`src/rtl/vga_plot_scheduler.sv`:
```
// Merges a raster sweep with overlay point-plot requests into a single ordered
// pixel-write stream for vga_adapter, aligned to the renderer's colour latency.
module vga_plot_scheduler #(
  parameter int LAT  = 2,
  parameter int XMAX = 319,
  parameter int YMAX = 239
) (
  input  logic       CLOCK_50,
  input  logic       resetn,
  input  logic       enable,
  input  logic       restart,
  output logic [8:0] scanX,
  output logic [7:0] scanY,
  input  logic [2:0] scanCol,
  input  logic       reqValid,
  input  logic [8:0] reqX,
  input  logic [7:0] reqY,
  input  logic [2:0] reqCol,
  output logic       reqReady,
  output logic [8:0] plotX,
  output logic [7:0] plotY,
  output logic [2:0] plotCol,
  output logic       plot,
  output logic       frameDone
);
  typedef enum logic [1:0] {ENT_NONE, ENT_SWEEP, ENT_POINT} entKind_e;

  localparam logic [8:0] XLAST = 9'(XMAX);
  localparam logic [7:0] YLAST = 8'(YMAX);

  logic [8:0] scanX_q, scanX_d;
  logic [7:0] scanY_q, scanY_d;
  logic       prevGrant_q;
  logic       grant;
  logic       advance;

  entKind_e   inKind;
  logic [8:0] inX;
  logic [7:0] inY;
  logic [2:0] inCol;

  entKind_e   kind_q [LAT];
  logic [8:0] x_q    [LAT];
  logic [7:0] y_q    [LAT];
  logic [2:0] col_q  [LAT];

  logic [8:0] plotX_q;
  logic [7:0] plotY_q;
  logic [2:0] plotCol_q;
  logic       plot_q;
  logic       frameDone_q;

  // A grant steals the sweep's slot, so back-to-back grants are refused while
  // sweeping to guarantee the raster at least every other cycle.
  always_comb begin
    reqReady = resetn & reqValid & ~(enable & prevGrant_q);
    grant    = reqReady;
    advance  = enable & ~grant & ~restart;

    scanX_d = scanX_q;
    scanY_d = scanY_q;
    if (restart) begin
      scanX_d = '0;
      scanY_d = '0;
    end else if (advance) begin
      if (scanX_q == XLAST) begin
        scanX_d = '0;
        scanY_d = (scanY_q == YLAST) ? 8'd0 : scanY_q + 8'd1;
      end else begin
        scanX_d = scanX_q + 9'd1;
      end
    end

    // Off-screen points are accepted but travel as empty slots.
    inKind = ENT_NONE;
    inX    = scanX_q;
    inY    = scanY_q;
    inCol  = reqCol;
    if (grant) begin
      inX = reqX;
      inY = reqY;
      if (reqX <= XLAST && reqY <= YLAST) inKind = ENT_POINT;
    end else if (advance) begin
      inKind = ENT_SWEEP;
    end
  end

  always_ff @(posedge CLOCK_50 or negedge resetn) begin
    if (!resetn) begin
      scanX_q     <= '0;
      scanY_q     <= '0;
      prevGrant_q <= 1'b0;
      for (int i = 0; i < LAT; i++) begin
        kind_q[i] <= ENT_NONE;
        x_q[i]    <= '0;
        y_q[i]    <= '0;
        col_q[i]  <= '0;
      end
      plotX_q     <= '0;
      plotY_q     <= '0;
      plotCol_q   <= '0;
      plot_q      <= 1'b0;
      frameDone_q <= 1'b0;
    end else begin
      scanX_q     <= scanX_d;
      scanY_q     <= scanY_d;
      prevGrant_q <= grant;

      kind_q[0] <= inKind;
      x_q[0]    <= inX;
      y_q[0]    <= inY;
      col_q[0]  <= inCol;
      for (int i = 1; i < LAT; i++) begin
        kind_q[i] <= kind_q[i-1];
        x_q[i]    <= x_q[i-1];
        y_q[i]    <= y_q[i-1];
        col_q[i]  <= col_q[i-1];
      end

      // The oldest sweep entry meets the renderer colour for its coordinate now.
      plot_q      <= 1'b0;
      frameDone_q <= 1'b0;
      case (kind_q[LAT-1])
        ENT_SWEEP: begin
          plot_q      <= 1'b1;
          plotX_q     <= x_q[LAT-1];
          plotY_q     <= y_q[LAT-1];
          plotCol_q   <= scanCol;
          frameDone_q <= (x_q[LAT-1] == XLAST) && (y_q[LAT-1] == YLAST);
        end
        ENT_POINT: begin
          plot_q    <= 1'b1;
          plotX_q   <= x_q[LAT-1];
          plotY_q   <= y_q[LAT-1];
          plotCol_q <= col_q[LAT-1];
        end
        default: begin
        end
      endcase
    end
  end

  assign scanX     = scanX_q;
  assign scanY     = scanY_q;
  assign plotX     = plotX_q;
  assign plotY     = plotY_q;
  assign plotCol   = plotCol_q;
  assign plot      = plot_q;
  assign frameDone = frameDone_q;

endmodule

```
`config.mk`:
```
export PLATFORM = sky130hd
export DESIGN_NAME = vga_plot_scheduler
export DESIGN_NICKNAME = d
export VERILOG_FILES = /design/src/rtl/vga_plot_scheduler.sv
export SDC_FILE = /design/constraint.sdc
export NUM_CORES = 1
export LEC_CHECK = 0
export BUFFER_PORTS_ARGS = -buffer_cell sky130_fd_sc_hd__buf_4
export CAP_MARGIN = 25
export CORE_ASPECT_RATIO = 1.1
export CORE_UTILIZATION = 56
export CTS_CLUSTER_DIAMETER = 120
export CTS_CLUSTER_SIZE = 8
export DETAILED_ROUTE_END_ITERATION = 10
export PLACE_DENSITY_LB_ADDON = 0.05
export SETUP_SLACK_MARGIN = 0.5
export SYNTH_ARGS = -nofsm -noshare
export SYNTH_HDL_FRONTEND = slang
export SYNTH_SLANG_ARGS = --single-unit
```
`constraint.sdc`:
```
create_clock -name CLOCK_50 -period 2.9 [get_ports CLOCK_50]
set_clock_uncertainty 0.2 [all_clocks]
set_input_delay 0.29 -clock CLOCK_50 [delete_from_list [all_inputs] [get_ports CLOCK_50]]
set_output_delay 0.29 -clock CLOCK_50 [all_outputs]
set_load 0.01 [all_outputs]
```
# Word-level counts from Yosys, hierarchy flattened
# Index checks and enable logic that the tools add are counted.
dict set report word_totals {
  regBits 84
  wordCells 56
}
dict set report op_classes {
  n_bitwise 8
  order_cmp 2
  n_addsub 2
  n_mux 15
  n_eq_ne 6
  n_reduce_logical 7
}
# cell count
set op_table {}
lappend op_table {{$mux 8} 5}
lappend op_table {{$mux 9} 4}
lappend op_table {{$eq 9x9->1 const B} 2}
lappend op_table {{$eq 8x8->1 const B} 2}
lappend op_table {{$add 9x1->9 const B} 1}
lappend op_table {{$le 9x9->1 const B} 1}
lappend op_table {{$add 8x1->8 const B} 1}
lappend op_table {{$le 8x8->1 const B} 1}
lappend op_table {{$pmux 3 s2} 1}
lappend op_table {{$reduce_bool 2->1} 3}
lappend op_table {{$and 1x1->1} 5}
lappend op_table {{$mux 2} 2}
lappend op_table {{$mux 1} 3}
lappend op_table {{$not 1->1} 3}
lappend op_table {{$eq 2x1->1 const B} 1}
lappend op_table {{$eq 2x2->1 const B} 1}
lappend op_table {{$logic_and 1x1->1} 2}
lappend op_table {{$reduce_and 2->1} 1}
lappend op_table {{$reduce_or 2->1} 1}

# Depth between registers and ports, before layout
dict set report depth {
  word_depth 8
  depth_mapped 6
}

# Least setup slack after synthesis
# OpenSTA, ideal clock, no wires.
dict set report synth_path {
  kind {register to register}
  start {register scanX_q[0], in the netlist scanX[0]}
  end {register scanY_q[2], in the netlist scanY[2]}
  path_slack_ps 902
  path_buffers 0
  arrival_ps 1720
  setup_ps 78
  synth_period_minus_slack_ps 1998
  path_stages_with_launch 6
  required_ps 2622
  path_cell_list {dfrtp_1 -> ha_1 -> nand2_1 -> or4b_4 -> or3_1 -> a21oi_1}
}
dict set report synth_between {
  elab_chain_cells 3
}
# item line
set synth_rtl {}
lappend synth_rtl {{from (decl)} 31} ;# logic [8:0] scanX_q, scanX_d;
lappend synth_rtl {{from (signal assigned)} 105} ;# scanX_q <= scanX_d;
lappend synth_rtl {{$eq 9x9->1} 66} ;# if (scanX_q == XLAST) begin
lappend synth_rtl {{$reduce_bool 2->1 (no line)} --}
lappend synth_rtl {{$reduce_and 2->1 (no line)} --}
lappend synth_rtl {{to (signal assigned)} 106} ;# scanY_q <= scanY_d;
lappend synth_rtl {{to (decl)} 32} ;# logic [7:0] scanY_q, scanY_d;
# No other way between the ends.
# A chain may end at the register's enable or synchronous reset.

# Worst setup path after layout
dict set report layout_path {
  start {input port resetn}
  end {register scanY_q[2], in the netlist scanY[2]}
}
dict set report layout_between {
  elab_chain_cells 7
}
# item line
set layout_rtl {}
lappend layout_rtl {{from (decl)} 9} ;# input logic resetn,
lappend layout_rtl {{$and 1x1->1 (2 in series)} 56} ;# reqReady = resetn & reqValid & ~(enable & prevGrant_q);
lappend layout_rtl {{$not 1->1} 58} ;# advance = enable & ~grant & ~restart;
lappend layout_rtl {{$and 1x1->1 (2 in series)} 58}
lappend layout_rtl {{$reduce_bool 2->1 (no line)} --}
lappend layout_rtl {{$reduce_and 2->1 (no line)} --}
# No other way between the ends.

==> results_dict.tcl <==
set metrics [dict create \
    core_area_um2 5470 \
    startpoint_type "input pin" \
    crit_type "in -> reg" \
    maxCapViolCount 0 \
    fin_util_pct 78.2 \
    cts_htree_levels 3 \
    p_comb_share_pct 11.6 \
    final_common_cell "dfrtp_1" \
    leakage_nw 2.09 \
    peakVddDrop_v 0.000302 \
    syn_area_um2 3230 \
    die_area_um2 6070 \
    synth_cells 235 \
    die_y_um 81.6 \
    pwr_density_cell_nw_per_um2 558 \
    crit_slowest_cell "or4b_4" \
    track_usage_pct 22.5 \
    critPathArrivalTime_ns 2.30 \
    dr.pass1.iters 4 \
    period_minus_slack_ns 2.23 \
    p_sw_mw 0.564 \
    swShare_pct 23.6 \
    cp_cell_sequence "dlygate4sd3_1 -> buf_4 -> and3b_1 -> or4b_4 -> or3_1 -> a21oi_1" \
    timing.final.crit_share_pct 76.8 \
    overflow 0 \
    mostFrequentLayoutCells "84 x dfrtp_1, 70 x buf_4, 32 x mux2_2" \
    place_hpwl_um 4030 \
    clk_latency_ns 0.34 \
    ys_seq_area_share_pct 65.2 \
    cts_buffers 9 \
    setup_viol 0 \
    synth.net_count 267 \
    grt_max_degree 84 \
    clkSlewWorstSetupHoldPaths_ns 0.08 \
    dominantRegCellSynth "dfrtp_1" \
    p_int_mw 1.82 \
    grt_pass1_vias 2053 \
    yosys_warnings 0 \
    sequentialPowerShare_pct 53.5 \
    antenna_cells 0 \
    start_util_pct 59.0 \
    gp_congestion 0.853 \
    clock_path_buffers 2 \
    slew_violations 0 \
    end_kind "flop" \
    grt_pass1_wl_um 9760 \
    drive_gt1_share_pct 37.4 \
    tightestPinTransition_ns 0.705 \
    postCtsSetupRepairBufs 0 \
    worstHoldPathType "in -> reg" \
    ant_nets 0 \
    cts_tree "built" \
    slew-limit-headroom_pct 53.0 \
    numPortBuffers 67 \
    wl_per_cell_um 15.4 \
    synth.distinct_cells 43 \
    syn2layout_area_growth_pct 32.4 \
    critPathMaxStageDelay_ns 0.60 \
    path_buf_inv 2 \
    vias 2161 \
    row_count 28 \
    drc 0 \
    cts.sinks 84 \
    pwr-share-clk_pct 34.9 \
    vias_per_cell 5.25 \
    cts_root_buffer "clkbuf_8" \
    syn_area_per_cell_um2 13.7 \
    grt_setup_unrepaired "false" \
    die_x_um 74.4 \
    async_reset_ff_share_pct 100 \
    outcome "complete, no violations" \
    num-nets-final 364 \
    pin_count 68 \
    critical-path-top-delay-family "simple AND/OR/NAND/NOR gates" \
    fmax_ghz 0.449 \
    routed_wl_um 6360 \
    drt_iter0_drc 96 \
    synth_edf_count 0 \
    antenna_found_initial 0 \
    cp_data_required_time_ns 2.97 \
    tns_ns 0 \
    critical_path.max_fanout 7 \
    final_hold_viol_count 0 \
    synth_seq_cells 84 \
]
## state kept, by name, summed over array words and instances (netlist names)
signal,cells
plotCol,3
scanY,8
col_q,6
x_q,18
plot,1
prevGrant_q,1
frameDone,1
scanX,9
kind_q,4
plotY,8
y_q,16
plotX,9
## Yosys cell counts (2+ instances only)
master,instances,area share (%)
a21oi_1,8,1.2
a22o_1,3,0.81
a31oi_1,2,0.39
and3_1,5,0.97
clkbuf_1,6,0.70
dfrtp_1,84,65
ha_1,4,1.6
inv_1,7,0.81
mux2_2,32,11
mux2i_1,7,2.2
nand2_1,12,1.4
nand3_1,5,0.78
nand4_1,2,0.39
nor2_1,9,1.0
nor2b_1,2,0.39
nor3_1,4,0.62
nor4_1,2,0.39
o21ai_0,9,1.4
o22ai_1,2,0.39
o41ai_1,2,0.54
or3_1,3,0.58
xnor2_1,4,1.1
## cell families (layout without fill, tap and decap cells)
| group | count (synthesis) | in the layout | synth area share, % |
|---|---|---|---|
| buffers and inverters | 14 | 116 | 1.63 |
| XOR/XNOR | 4 | 4 | 1.09 |
| flip-flops | 84 | 84 | 65.2 |
| adder cells (fa/ha/maj) | 4 | 4 | 1.55 |
| AO/OA/AOI/OAI | 30 | 30 | 5.74 |
| multiplexers | 39 | 39 | 13.3 |
| AND/OR/NAND/NOR | 60 | 60 | 11.5 |
## metal layers
layer	vias to the layer above	wire, um	GRT usage [%]
li1	1037	-	-
met1	1055	2670	28.1
met2	63	3280	37.4
met3	6	335	5.15
met4	0	68	9.81
met5	-	0	0
## path summary, 6_finish.rpt
kind / cells after the start / end / from / slack, ns
max: 6 / scanY[2]$_DFFE_PN0P_ / resetn / 0.67
max in group asynchronous: 4 / scanX[2]$_DFFE_PN0P_ / resetn / 1.69
min in group asynchronous: 2 / prevGrant_q$_DFF_PN0_ / resetn / 0.10
min: 3 / prevGrant_q$_DFF_PN0_ / reqValid / 0.03
max reg2reg: 5 / scanY[2]$_DFFE_PN0P_ / scanX[0]$_DFFE_PN0P_ / 0.82
min reg2reg: 0 / x_q[4]$_DFF_PN0_ / x_q[13]$_DFF_PN0_ / 0.14
## final cells by class
cell class              count  area, um2
clock buffers              11        141
clock inverters             5       60.1
fillers                   354       1190
inverters                   7       26.3
multi-input cells         137       1070
flip-flops and latches     84       2100
well taps                  75       93.8
repair buffers             93        773
## worst register-to-register path: cells and delay by family, from the launching register on
| kind | cells | cell delay [ns] |
|---|---|---|
| and+or+nand+nor | 3 | 1.05 |
| DFF | 1 | 0.43 |
| adders and majority gates | 1 | 0.20 |
| AOI/OAI and AO/OA | 1 | 0.14 |
## what timing repair did
item / 4_1_cts / 5_1_grt
hold buffers: 22 / 0
hold endpoints to repair: 22 / 0
gates resized for setup: 0 / 0
## power by group through the flow
stage,sequential (mW),clock (mW),combinational [mW]
floorplan,1.31,0,0.0890
global placement,1.30,0,0.245
detailed placement,1.30,0,0.251
CTS,1.28,0.845,0.276
global route,1.28,0.887,0.305
finish,1.28,0.832,0.278
## metrics by stage
| stage | setup slack (ns) | total power, mW | cells | hold WS, ns | area [um2] |
|---|---|---|---|---|---|
| 6_report | 0.672 | 2.39 | 412 | 0.0317 | 4270 |
| 4_1_cts | 0.686 | 2.40 | 411 | 0.0196 | 4240 |
| 3_5_place_dp | 0.845 | 1.55 | 373 | -0.101 | 3820 |
| 3_3_place_gp | 0.887 | 1.54 | 373 | -0.102 | 3820 |
| 2_1_floorplan | 0.902 | 1.40 | 235 | -0.206 | 3230 |
| 5_1_grt | 0.626 | 2.48 | 412 | 0.0267 | 4270 |
(Power assumes the default switching activity.)
